### config.mk
export PLATFORM = sky130hd
export DESIGN_NAME = exc_flow_ctrl
export DESIGN_NICKNAME = d
export VERILOG_FILES = /design/src/rtl/exc_flow_ctrl.sv
export SDC_FILE = /design/constraint.sdc
export NUM_CORES = 1
export LEC_CHECK = 0
export CAP_MARGIN = 20
export CORE_MARGIN = 1.5
export CORE_UTILIZATION = 39
export DETAILED_ROUTE_END_ITERATION = 16
export HOLD_SLACK_MARGIN = 0.12
export MAX_ROUTING_LAYER = met4
export PLACE_DENSITY = 0.65
export SLEW_MARGIN = 0
export SYNTH_ARGS = -nofsm -noshare
export SYNTH_HDL_FRONTEND = slang
export SYNTH_SLANG_ARGS = --single-unit
### constraint.sdc
create_clock -name clk -period 2.37 [get_ports clk]
set_input_delay 0.474 -clock clk [delete_from_list [all_inputs] [get_ports clk]]
set_output_delay 0.474 -clock clk [all_outputs]
set_load 0.005 [all_outputs]
### src/rtl/exc_flow_ctrl.sv
// exc_flow_ctrl: next-PC selection, trap/interrupt handling and CP0 state
// (SR, Cause, EPC, Count, Compare, PRId) for the single-cycle MIPS core.
module exc_flow_ctrl #(
  parameter logic [31:0] PRID    = 32'h0042_0001,
  parameter logic [31:0] CMP_RST = 32'hFFFF_FFFF
) (
  input  logic        clk,
  input  logic        reset,
  input  logic [31:0] pc,
  input  logic        pc_en,
  input  logic [2:0]  br_sel,
  input  logic        is_eret,
  input  logic        is_syscall,
  input  logic        ri,
  input  logic        ovf,
  input  logic [5:0]  hwint,
  input  logic        cp0_we,
  input  logic [4:0]  cp0_addr,
  input  logic [31:0] cp0_wdata,
  output logic [2:0]  npc_sel,
  output logic [31:0] epc_out,
  output logic [31:0] cp0_rdata,
  output logic        flush
);

  localparam logic [4:0] ADDR_COUNT   = 5'd9;
  localparam logic [4:0] ADDR_COMPARE = 5'd11;
  localparam logic [4:0] ADDR_SR      = 5'd12;
  localparam logic [4:0] ADDR_CAUSE   = 5'd13;
  localparam logic [4:0] ADDR_EPC     = 5'd14;
  localparam logic [4:0] ADDR_PRID    = 5'd15;

  localparam logic [4:0] EXC_INT = 5'd0;
  localparam logic [4:0] EXC_SYS = 5'd8;
  localparam logic [4:0] EXC_RI  = 5'd10;
  localparam logic [4:0] EXC_OVF = 5'd12;

  localparam logic [2:0] NPC_SEQ = 3'b000;
  localparam logic [2:0] NPC_JR  = 3'b011;
  localparam logic [2:0] NPC_EPC = 3'b100;
  localparam logic [2:0] NPC_VEC = 3'b101;

  logic [5:0]  sync1_q, sync1_d, sync2_q, sync2_d;
  logic [7:0]  im_q, im_d;
  logic        exl_q, exl_d, ie_q, ie_d;
  logic [4:0]  exc_code_q, exc_code_d;
  logic [31:0] epc_q, epc_d;
  logic [31:0] count_q, count_d;
  logic [31:0] compare_q, compare_d;
  logic        tip_q, tip_d;

  logic [7:0]  ip;
  logic        int_pend;
  logic        trap;
  logic [4:0]  trap_code;
  logic [2:0]  br_safe;
  logic        wr_en;

  assign epc_out = epc_q;

  // Flow decision: prioritised trap detection, then eret, then the branch request.
  always_comb begin
    ip        = {tip_q, 1'b0, sync2_q};
    int_pend  = ie_q & ~exl_q & (|(ip & im_q));
    br_safe   = (br_sel > NPC_JR) ? NPC_SEQ : br_sel;
    trap      = 1'b0;
    trap_code = EXC_INT;
    if (pc_en) begin
      if (ri) begin
        trap      = 1'b1;
        trap_code = EXC_RI;
      end else if (is_syscall) begin
        trap      = 1'b1;
        trap_code = EXC_SYS;
      end else if (ovf) begin
        trap      = 1'b1;
        trap_code = EXC_OVF;
      end else if (int_pend) begin
        trap      = 1'b1;
        trap_code = EXC_INT;
      end
    end
    flush = trap;
    if (trap) begin
      npc_sel = NPC_VEC;
    end else if (pc_en && is_eret) begin
      npc_sel = NPC_EPC;
    end else begin
      npc_sel = br_safe;
    end
  end

  // CP0 next state: free-running count/timer/synchronisers, then mtc0, trap and eret effects.
  always_comb begin
    wr_en      = cp0_we & pc_en & ~trap;
    sync1_d    = hwint;
    sync2_d    = sync1_q;
    im_d       = im_q;
    exl_d      = exl_q;
    ie_d       = ie_q;
    exc_code_d = exc_code_q;
    epc_d      = epc_q;
    count_d    = count_q + 32'd1;
    compare_d  = compare_q;
    tip_d      = tip_q | (count_q == compare_q);
    if (wr_en) begin
      case (cp0_addr)
        ADDR_COUNT:   count_d = cp0_wdata;
        ADDR_COMPARE: begin
          compare_d = cp0_wdata;
          tip_d     = 1'b0;
        end
        ADDR_SR: begin
          im_d  = cp0_wdata[15:8];
          exl_d = cp0_wdata[1];
          ie_d  = cp0_wdata[0];
        end
        ADDR_EPC:     epc_d = cp0_wdata;
        default:      ;
      endcase
    end
    if (trap) begin
      epc_d      = pc;
      exc_code_d = trap_code;
      exl_d      = 1'b1;
    end else if (pc_en && is_eret) begin
      exl_d = 1'b0;
    end
  end

  // mfc0 read mux; unmapped addresses read as zero.
  always_comb begin
    case (cp0_addr)
      ADDR_COUNT:   cp0_rdata = count_q;
      ADDR_COMPARE: cp0_rdata = compare_q;
      ADDR_SR:      cp0_rdata = {16'b0, im_q, 6'b0, exl_q, ie_q};
      ADDR_CAUSE:   cp0_rdata = {16'b0, ip, 1'b0, exc_code_q, 2'b00};
      ADDR_EPC:     cp0_rdata = epc_q;
      ADDR_PRID:    cp0_rdata = PRID;
      default:      cp0_rdata = 32'd0;
    endcase
  end

  // CP0 state registers with synchronous reset.
  always_ff @(posedge clk) begin
    if (reset) begin
      sync1_q    <= 6'd0;
      sync2_q    <= 6'd0;
      im_q       <= 8'd0;
      exl_q      <= 1'b0;
      ie_q       <= 1'b0;
      exc_code_q <= 5'd0;
      epc_q      <= 32'd0;
      count_q    <= 32'd0;
      compare_q  <= CMP_RST;
      tip_q      <= 1'b0;
    end else begin
      sync1_q    <= sync1_d;
      sync2_q    <= sync2_d;
      im_q       <= im_d;
      exl_q      <= exl_d;
      ie_q       <= ie_d;
      exc_code_q <= exc_code_d;
      epc_q      <= epc_d;
      count_q    <= count_d;
      compare_q  <= compare_d;
      tip_q      <= tip_d;
    end
  end

endmodule

Word level (Yosys, flattened, before mapping) --
Index checks and enable logic that the tools add are counted.
Storage, ports and cells: register bits after elaboration 124, bits in writable memories 0, memories kept 0, ROM bits 0, output and inout port bits 68, input port bits 86, bits in latches 0
Cells by class: $lt $le $gt $ge 1, bitwise gates (word level) 8, shift-type cells 0, $add $sub $neg 1, reduce and logical (&&, ||, !) cells 10, eq/ne operators 7, multiplexer cells 24, divide/modulo/power cells 0, multiply operators 0
Operator list (count):
- 32-bit one-hot mux with 6 select lines | 1
- 32-bit two-way mux | 5
- 32-bit by 1-bit adder with 32-bit output (second input constant) | 1
- 32-bit equality test | 1
- 5-bit by 4-bit equality test with 1-bit output (second input constant) | 6
- 4-bit two-way mux | 4
- 1-bit two-way mux | 11
- 3-bit two-way mux | 3
- 8-bit bitwise AND | 1
- 2-bit AND reduction | 4
- 8-bit OR reduction | 1
- 3-bit nonzero test | 2
- 1-bit bitwise AND | 4
- 2-bit nonzero test | 2
- 3-bit by 2-bit greater-than comparator with 1-bit output (second input constant) | 1
- 1-bit NOT | 2
- 1-bit logical AND | 1
- 1-bit bitwise OR | 1

Longest topological paths before layout --
Gate-level depths: netlist of run 1.
depth after elaboration 13, mapped depth 8, gate-level depth less buffers 6

Worst setup path after synthesis of run 1 --
Ideal clock, no wire load.
kind input port to output port, start in is_syscall, end out npc_sel[1], stages 4, path buffers 1, required time 1.896 ns, arrival 1.646 ns, path slack 0.250 ns, cells stage by stage o31a_1 -> a21oi_1 -> clkbuf_1 -> and3_1
On the way: cells in the longest elaborated chain, start to end 4
Ends and longest elaborated chain:
- from (decl) | RTL line 13 | input logic is_syscall,
- 1-bit two-way mux | RTL line 72 | end else if (is_syscall) begin
- 1-bit two-way mux | RTL line 69 | if (ri) begin
- 1-bit two-way mux | RTL line 68 | if (pc_en) begin
- 3-bit two-way mux | RTL line 84 | if (trap) begin
- to (decl) | RTL line 20 | output logic [2:0] npc_sel,
No other way between the ends.

Worst setup path after layout of run 1 --
start reg im_q[0], end out npc_sel[1]
On the way: cells in the longest elaborated chain, start to end 9
Ends and longest elaborated chain:
- from (decl) | RTL line 44 | logic [7:0] im_q, im_d;
- from (signal assigned) | RTL line 160 | im_q <= im_d;
- 8-bit bitwise AND | RTL line 64 | int_pend = ie_q & ~exl_q & (|(ip & im_q));
- 8-bit OR reduction | RTL line 64
- 1-bit bitwise AND | RTL line 64
- 1-bit two-way mux | RTL line 78 | end else if (int_pend) begin
- 1-bit two-way mux | RTL line 75 | end else if (ovf) begin
- 1-bit two-way mux | RTL line 72
- 1-bit two-way mux | RTL line 69
- 1-bit two-way mux | RTL line 68
- 3-bit two-way mux | RTL line 84
No other way between the ends.

==> impl_metrics.py, run 1 <==
metrics = {
    "sta": {
        "period_minus_slack_ps": 2420,
        "tns_ps": -128,
        "rsz0062_at_grt": "yes",
        "drv_slew": 0,
        "finalClockSkew_ps": 8.14,
        "final_hold_viol_count": 0,
        "finalWorstSetupSlack_ps": -51.9,
        "relSlewSlack": 0.663,
        "worstMarginPinSlew_ps": 505,
        "min_period_over_period": 1.02,
        "setup_viol": 3,
        "fmax_mhz": 413,
    },
    "critical_path": {
        "crit_arrival_ps": 1950,
        "setup.worst_path.class": "flop to output port",
        "required_ps": 1900,
        "slowest_stage": "a222oi_1",
        "crit_chain": "a222oi_1, nand4_1, a21oi_4, buf_4, and3_1, buf_2",
        "path_delay_family": "compound AO/OA/AOI/OAI gates",
        "path_buf_inv": 2,
        "end_kind": "output port",
        "crit_fanout": 3,
        "critPathMaxStageDelay_ps": 370,
        "crit_path_start_kind": "flop",
    },
    "drt": {
        "drt_pass1_iterations": 5,
        "drc_errors": 0,
        "wl_per_cell_um": 17.8,
        "viasPerCell": 5.38,
        "vias": 6288,
        "initialDrtViolationCount": 430,
        "ant_nets": 0,
        "wirelength_um": 20800,
    },
    "synth": {
        "synth_ff_type": "dfxtp_1",
        "syn_area_mm2": 0.00653,
        "synth_area_leaders": "dfxtp_1 (37%), mux2i_1 (8.9%), xnor2_1 (6.6%)",
        "synth_cells": 762,
        "synth_simple_gate_area_frac": 0.204,
        "avgSynthCellArea_um2": 8.57,
        "synth_warnings": 0,
        "ys_seq_area_frac": 0.374,
        "yosysUniqueCellTypes": 51,
        "synth-compound-area-share": 0.200,
        "ys_ff_latch": 122,
        "yosysTopAreaCell": "dfxtp_1",
        "postSynthNetCount": 849,
        "synth.area.mux_share": 0.0889,
        "synth_xor_area_frac": 0.0832,
        "synth_edf_count": 0,
        "synthArstFlopShare": 0,
        "netlist.area_leader.share": 0.374,
        "synth_top_family_by_area": "simple AND/OR/NAND/NOR gates",
        "synthAdderAreaFrac": 0.00192,
    },
    "die": {
        "die_y_um": 132,
        "die_area_mm2": 0.0175,
        "ios": 154,
        "core_mm2": 0.0165,
        "num_rows": 47,
        "die_x_um": 132,
        "start_util": 0.397,
    },
    "finish": {
        "regArea_mm2": 0.00244,
        "final_util": 0.566,
        "fin_nets": 1022,
        "drive_above_1_share": 0.155,
        "final_area_mm2": 0.00932,
        "syn_to_final_growth_pct": 42.7,
        "antenna_cells": 0,
        "fillers": 1539,
        "multi_input_area_mm2": 0.00385,
        "finalNonFillerCells": 1168,
    },
    "placed_design": {
        "place.gp.congestion": 0.833,
        "placed_cells": 1122,
        "port_buffers": 153,
        "hpwl_um": 14500,
        "postPlaceCellArea_mm2": 0.00861,
        "dp_slack_ps": -536,
    },
    "clock_tree": {
        "clock-sinks": 122,
        "cts_tree": "built",
        "cts_buffers": 17,
        "htree_levels": 4,
        "cts_buffer_depth": 2,
        "clkTransAtPathRegs_ps": 60,
        "clk_latency_ps": 420,
        "holdBufCountCts": 0,
        "cts_root_buf": "clkbuf_16",
    },
    "pwr": {
        "worst_ir_drop_vdd_uv": 536,
        "power_leakage_nw": 3.40,
        "power.density_mw_per_mm2": 574,
    },
    "global_route": {
        "antenna_found_initial": 0,
        "grt-ovfl-total": 0,
        "grt_max_degree": 43,
        "grt_pass1_vias": 6110,
        "grt_usage": 0.251,
        "grt_pass1_wl_um": 33600,
    },
    "hold_path": {
        "hp-class": "flop to flop",
    },
    "status": {
        "status": "finished with violations",
        "violations": "setup timing",
    },
    "job": {
        "drv_cap": 0,
    },
}
## layout make-up
cell class,instances,area share
Timing Repair Buffer,223,0.231
Clock buffer,20,0.0480
Multi-Input combinational cell,564,0.413
Tap cell,220,0.0296
Inverter,7,0.00282
Clock inverter,12,0.0134
Sequential cell,122,0.262
## sequential cells by signal, summed over array words and instances (netlist names)
name,flops
count_q,32
sync1_q,6
exl_q,1
tip_q,1
exc_code_q,3
sync2_q,6
compare_q,32
ie_q,1
im_q,8
epc_out,32
## cell usage in the layout, fill, tap and decap left out, drive strengths merged, types with 3 or more instances in the layout
cell           netlist  final
and2                33     33
xor2                13     13
nand2               63     63
inv                  7      7
nand3               14     14
clkinv               0      4
o22ai                3      3
dlygate4sd2          0     21
nor4                 7      7
o221ai               6      6
nor3                10     10
a211oi              60     60
nand4               19     19
a22oi                7      7
a211o               32     32
buf                 14     87
a21oi               12     12
nor2                91     91
a311oi               3      3
and4                 3      3
nand3b               3      3
mux2i               58     58
clkinvlp             0      6
nor2b               12     12
a22o                17     17
dfxtp              122    122
clkbuf              55     22
xnor2               49     49
o21ai               27     27
a21o                 3      3
clkdlybuf4s50        0    111
## cell families after synthesis
family	Yosys count
xor gates and xnor gates	62
buffers and inverters	76
DFF	122
and+or+nand+nor	268
muxes	58
adders and majority gates	1
AOI/OAI and AO/OA	175
## report_power, final
group          leakage (nW)  switching [mW]  internal, mW  total [mW]
Sequential            0.997          0.0557          2.12        2.17
Clock                 0.264           0.951          1.56        2.51
Combinational          2.14           0.285         0.373       0.658
Total                  3.40            1.29          4.05        5.35
## synthesized netlist by cell type, drive strengths merged (6+ instances only)
master / instances
a211o: 32
a211oi: 60
a21oi: 12
a22o: 17
a22oi: 7
and2: 33
buf: 14
clkbuf: 55
dfxtp: 122
inv: 7
mux2i: 58
nand2: 63
nand3: 14
nand4: 19
nor2: 91
nor2b: 12
nor3: 10
nor4: 7
o21ai: 27
o221ai: 6
xnor2: 49
xor2: 13
## stage by stage
step	total power, mW	hold slack, ps
floorplan	2.45	414
global placement	2.86	421
detailed placement	2.86	423
CTS	5.37	437
global route	5.54	449
finish	5.35	436
## routing by layer
metal	vias to the layer above	GRT usage	wire length (um)
li1	3079	-	-
met1	3003	0.328	9780
met2	190	0.404	9740
met3	16	0.0504	1120
met4	0	0.0519	174
met5	-	-	0
## final timing paths
check / from / end / slack, ps / cells after the start
min reg2reg: sync1_q[0] / sync2_q[0] / 440 / 1
min: sync1_q[0] / sync2_q[0] / 440 / 1
max: im_q[0] / npc_sel[1] / -50 / 6
max reg2reg: im_q[0] / epc_out[31] / 110 / 7
## timing repair
item	4_1_cts	5_1_grt
gates resized for setup	108	8
pin swaps	10	4
setup endpoints to repair	36	25
buffers inserted	8	4
gates cloned	2	0
Note: power is estimated with default switching activity, not from simulation.
==> run 2: changes to the inputs <==
- CORE_UTILIZATION: 39 -> 45
- PLACE_DENSITY: 0.65 -> 0.73
==> run 2 against run 1 <==
  * The run still ends with setup timing left
  * Sequential cell count is the same
  * Via count up 6.6%
  * Design area grew 1.2%
  * Combinational power increased by 7.0%
  * Clock skew rose by 1.6 ps
  * Maximum frequency is 5.2% lower
  * Largest cell class unchanged
  * Largest power group unchanged
  * Highest routed layer unchanged
==> impl_metrics.py, run 2 (synthesis results as in run 1) <==
metrics = {
    "drt": {
        "ant_nets": 0,
        "wl_per_cell_um": 19.5,
        "vias": 6704,
        "drc_errors": 0,
        "initialDrtViolationCount": 575,
        "drt_pass1_iterations": 5,
        "wirelength_um": 22100,
        "viasPerCell": 5.92,
    },
    "clock_tree": {
        "cts_buffer_depth": 2,
        "cts_root_buf": "clkbuf_16",
        "htree_levels": 4,
        "clkTransAtPathRegs_ps": 50,
        "clk_latency_ps": 430,
        "clock-sinks": 122,
        "cts_tree": "built",
        "cts_buffers": 17,
        "holdBufCountCts": 0,
    },
    "sta": {
        "drv_slew": 0,
        "finalClockSkew_ps": 9.72,
        "setup_viol": 4,
        "worstMarginPinSlew_ps": 571,
        "final_hold_viol_count": 0,
        "period_minus_slack_ps": 2550,
        "fin_hold_ws_ps": 434,
        "min_period_over_period": 1.08,
        "fmax_mhz": 392,
        "rsz0062_at_grt": "yes",
        "relSlewSlack": 0.620,
        "tns_ps": -691,
        "finalWorstSetupSlack_ps": -184,
    },
    "finish": {
        "drive_above_1_share": 0.177,
        "antenna_cells": 0,
        "fin_nets": 1028,
        "finalNonFillerCells": 1133,
        "syn_to_final_growth_pct": 44.4,
        "layout_common_cells": "dfxtp_1 (120), clkdlybuf4s50_1 (111), nor2_1 (86)",
        "layout_commonest_cell": "dfxtp_1",
        "final_util": 0.672,
    },
    "die": {
        "core_mm2": 0.0140,
        "die_x_um": 123,
        "die_area_mm2": 0.0152,
        "num_rows": 43,
        "die_y_um": 123,
        "ios": 154,
        "start_util": 0.465,
    },
    "global_route": {
        "grt_pass1_wl_um": 34300,
        "grt-ovfl-total": 0,
        "antenna_found_initial": 0,
        "grt_pass1_vias": 6539,
        "grt_usage": 0.303,
        "grt_max_degree": 49,
    },
    "critical_path": {
        "r2r_slack_ps": 230,
        "timing.rr.end": "epc_out[24]",
        "reg2reg_depth": 8,
        "required_ps": 1900,
        "r2r-start": "im_q[4]",
        "crit_path_start_kind": "flop",
        "crit_fanout": 4,
        "end_kind": "output port",
        "setup.worst_path.class": "flop to output port",
        "crit_arrival_ps": 2080,
    },
    "hold_path": {
        "hp-class": "flop to flop",
        "min_from": "sync1_q[4]",
        "hold_end": "sync2_q[4]",
        "whs_path_depth": 1,
    },
    "pwr": {
        "worst_ir_drop_vdd_uv": 471,
        "power_leakage_nw": 3.48,
        "power.density_mw_per_mm2": 585,
    },
    "placed_design": {
        "port_buffers": 153,
        "place.gp.congestion": 0.935,
        "dp_slack_ps": -583,
        "hpwl_um": 14800,
        "placed_cells": 1078,
    },
    "status": {
        "violations": "setup timing",
        "status": "finished with violations",
    },
    "job": {
        "drv_cap": 0,
    },
}
run 2: cell types whose count changed in the layout (fill, tap and decap cells not counted), sizes merged:
cell | previous run | this run
buf | 87 | 95
bufinv | 2 | 3
clkbuf | 22 | 31
clkdlybuf4s15 | 2 | 6
clkinvlp | 6 | 1
dlygate4sd2 | 21 | 7
dlymetal6s2s | 0 | 2
run 2: metal layers:
metal | vias to the layer above | GRT usage | routed length (um)
li1 | 3088 | - | -
met1 | 3265 | 0.389 | 9450
met2 | 310 | 0.483 | 10600
met3 | 41 | 0.0489 | 1520
met4 | 0 | 0.109 | 492
met5 | - | - | 0
run 2: per-stage QoR:
step | area [um^2] | power (mW)
after floorplan | 6530 | 2.45
after detailed placement | 8560 | 2.86
after global placement | 8560 | 2.85
final | 9430 | 5.52
after CTS | 9470 | 5.53
after global routing | 9430 | 5.68
run 2: worst max-delay path by stage:
stage	slack (ps)	start	end
CTS	-180	im_q[0]	npc_sel[2]
floorplan	250	is_syscall	npc_sel[1]
finish	-180	im_q[4]	npc_sel[0]
global placement	-470	cp0_addr[4]	cp0_rdata[27]
detailed placement	-580	cp0_addr[4]	cp0_rdata[27]
global route	-330	sync2_q[0]	npc_sel[0]
run 2: critical path, cell delays in order (launching register included):
cell      delay (ps)
dfxtp_1          330
a222oi_1         430
nand4_1          280
a21oi_4          250
buf_12           140
buf_6             90
nand2_4           40
buf_6            110
run 2: layout make-up:
cell class	count	area [um^2]
Inverter	7	28.8
Sequential cell	122	2440
Tap cell	180	225
Multi-Input combinational cell	564	3890
Timing Repair Buffer	229	2240
Clock inverter	8	118
Clock buffer	23	478
Fill cell	1115	4610
run 2: power by group:
group	total, mW	switching (mW)	leakage, nW	internal [mW]
Combinational	0.704	0.309	2.19	0.394
Clock	2.64	0.915	0.293	1.72
Sequential	2.18	0.0586	0.997	2.12
Total	5.52	1.28	3.48	4.23
run 2: repair_timing:
action	CTS	global route
endpoints found under the setup margin	36	46
gates cloned	3	0
setup buffers	23	1
resized for setup	119	44
pin swaps	11	8
==> run 3: changes to the inputs <==
- SETUP_SLACK_MARGIN: not set -> 0.4
- clock period: 2.37 -> 3.3 ns (I/O delays scaled with it)
==> run 3 against run 2 <==
  * The run now ends clean
  * Die area did not move
  * Design area fell by 2.9%
  * Combinational power decreased by 34%
  * Clock power decreased by 25%
  * Sequential power is 28% lower
  * Count of clock-buffer cells in the layout grew 1
  * Utilization fell by 2.0 points
  * Highest routed layer unchanged
==> impl_metrics.py, run 3 (synthesis results as in run 1) <==
metrics = {
    "critical_path": {
        "reg2reg_depth": 9,
        "crit_path_start_kind": "primary input",
        "required_ps": 2640,
        "crit_arrival_ps": 2330,
        "end_kind": "output port",
        "setup.worst_path.class": "primary input to output port",
        "timing.rr.end": "epc_out[0]",
        "r2r_slack_ps": 890,
        "crit_fanout": 18,
        "r2r-start": "im_q[0]",
    },
    "finish": {
        "fin_nets": 998,
        "finalNonFillerCells": 1104,
        "antenna_cells": 0,
        "fillers": 1123,
        "syn_to_final_growth_pct": 40.2,
        "final_area_mm2": 0.00916,
        "layout_common_cells": "dfxtp_1 (122), clkdlybuf4s50_1 (117), nor2_1 (87)",
        "final_util": 0.652,
        "drive_above_1_share": 0.117,
        "layout_commonest_cell": "dfxtp_1",
    },
    "clock_tree": {
        "htree_levels": 4,
        "clkTransAtPathRegs_ps": 50,
        "cts_root_buf": "clkbuf_16",
        "clk_latency_ps": 430,
        "cts_buffers": 17,
        "holdBufCountCts": 0,
        "cts_buffer_depth": 2,
        "cts_tree": "built",
        "clock-sinks": 122,
    },
    "placed_design": {
        "hpwl_um": 13700,
        "placed_cells": 1053,
        "place.gp.congestion": 0.901,
        "port_buffers": 153,
        "postPlaceCellArea_mm2": 0.00828,
        "dp_slack_ps": -30.3,
    },
    "die": {
        "ios": 154,
        "core_mm2": 0.0140,
        "num_rows": 43,
        "die_y_um": 123,
        "die_area_mm2": 0.0152,
        "die_x_um": 123,
        "start_util": 0.465,
    },
    "drt": {
        "drt_pass1_iterations": 5,
        "wl_per_cell_um": 19.0,
        "initialDrtViolationCount": 616,
        "viasPerCell": 5.82,
        "ant_nets": 0,
        "wirelength_um": 20900,
        "drc_errors": 0,
        "vias": 6422,
    },
    "hold_path": {
        "min_from": "sync1_q[4]",
        "whs_path_depth": 1,
        "hold_end": "sync2_q[4]",
        "hp-class": "flop to flop",
    },
    "global_route": {
        "grt_pass1_wl_um": 32500,
        "grt_max_degree": 64,
        "grt_pass1_vias": 6243,
        "grt-ovfl-total": 0,
        "grt_usage": 0.287,
        "antenna_found_initial": 0,
    },
    "sta": {
        "min_period_over_period": 0.905,
        "fin_hold_ws_ps": 436,
        "tns_ps": 0,
        "worstMarginPinSlew_ps": 707,
        "drv_slew": 0,
        "finalWorstSetupSlack_ps": 312,
        "final_hold_viol_count": 0,
        "setup_viol": 0,
        "finalClockSkew_ps": 8.00,
        "fmax_mhz": 335,
        "period_minus_slack_ps": 2990,
        "relSlewSlack": 0.529,
        "rsz0062_at_grt": "yes",
    },
    "pwr": {
        "power.density_mw_per_mm2": 437,
        "worst_ir_drop_vdd_uv": 358,
        "power_leakage_nw": 3.38,
        "finalPower_mw": 4.00,
    },
    "job": {
        "drv_cap": 0,
    },
    "status": {
        "status": "finished clean",
    },
}
==> run 3: routing by layer <==
layer  share of wire  vias to the layer above  global-route usage
met5               0                        -                   -
met4           0.018                        0               0.107
met3           0.069                       32              0.0554
met2            0.47                      271               0.447
met1            0.44                     3088               0.370
li1                -                     3031                   -
==> run 3: power by group <==
group          switching (mW)  internal (mW)  leakage [nW]
clock                   0.656           1.32         0.308
combinational           0.204          0.260          2.08
sequential             0.0435           1.52         0.997
total                   0.903           3.10          3.38
==> run 3: what timing repair did <==
action | in CTS | in global routing
setup buffers | 8 | 7
gates cloned | 3 | 1
pin swaps | 7 | 7
setup endpoints to repair | 36 | 26
gates resized for setup | 46 | 30
==> run 3: worst max path at each step <==
stage	startpoint	endpoint	slack, ps
floorplan	is_syscall	npc_sel[1]	810
global placement	cp0_addr[4]	cp0_rdata[20]	70
detailed placement	cp0_addr[4]	cp0_rdata[20]	-30
CTS	cp0_addr[4]	cp0_rdata[2]	170
global route	cp0_addr[4]	cp0_rdata[6]	190
finish	cp0_addr[4]	cp0_rdata[6]	310
==> run 3: layout make-up <==
cell class                 count  area, um^2  share of cell area
clock buffer                  24         482              0.0526
clock inverter                 8         140              0.0153
inverter                       7        26.3             0.00287
multi-input combinational    564        3850               0.420
sequential                   122        2440               0.267
tap                          180         225              0.0246
timing repair buffer         199        1990               0.217
==> run 3: critical path, cell delays in order <==
cell and delay (ps):
buf_2 120, nand3b_1 260, nor2_4 170, buf_4 140, buf_12 100, buf_16 140
nand2_1 60, o21ai_1 150, clkdlybuf4s50_1 530
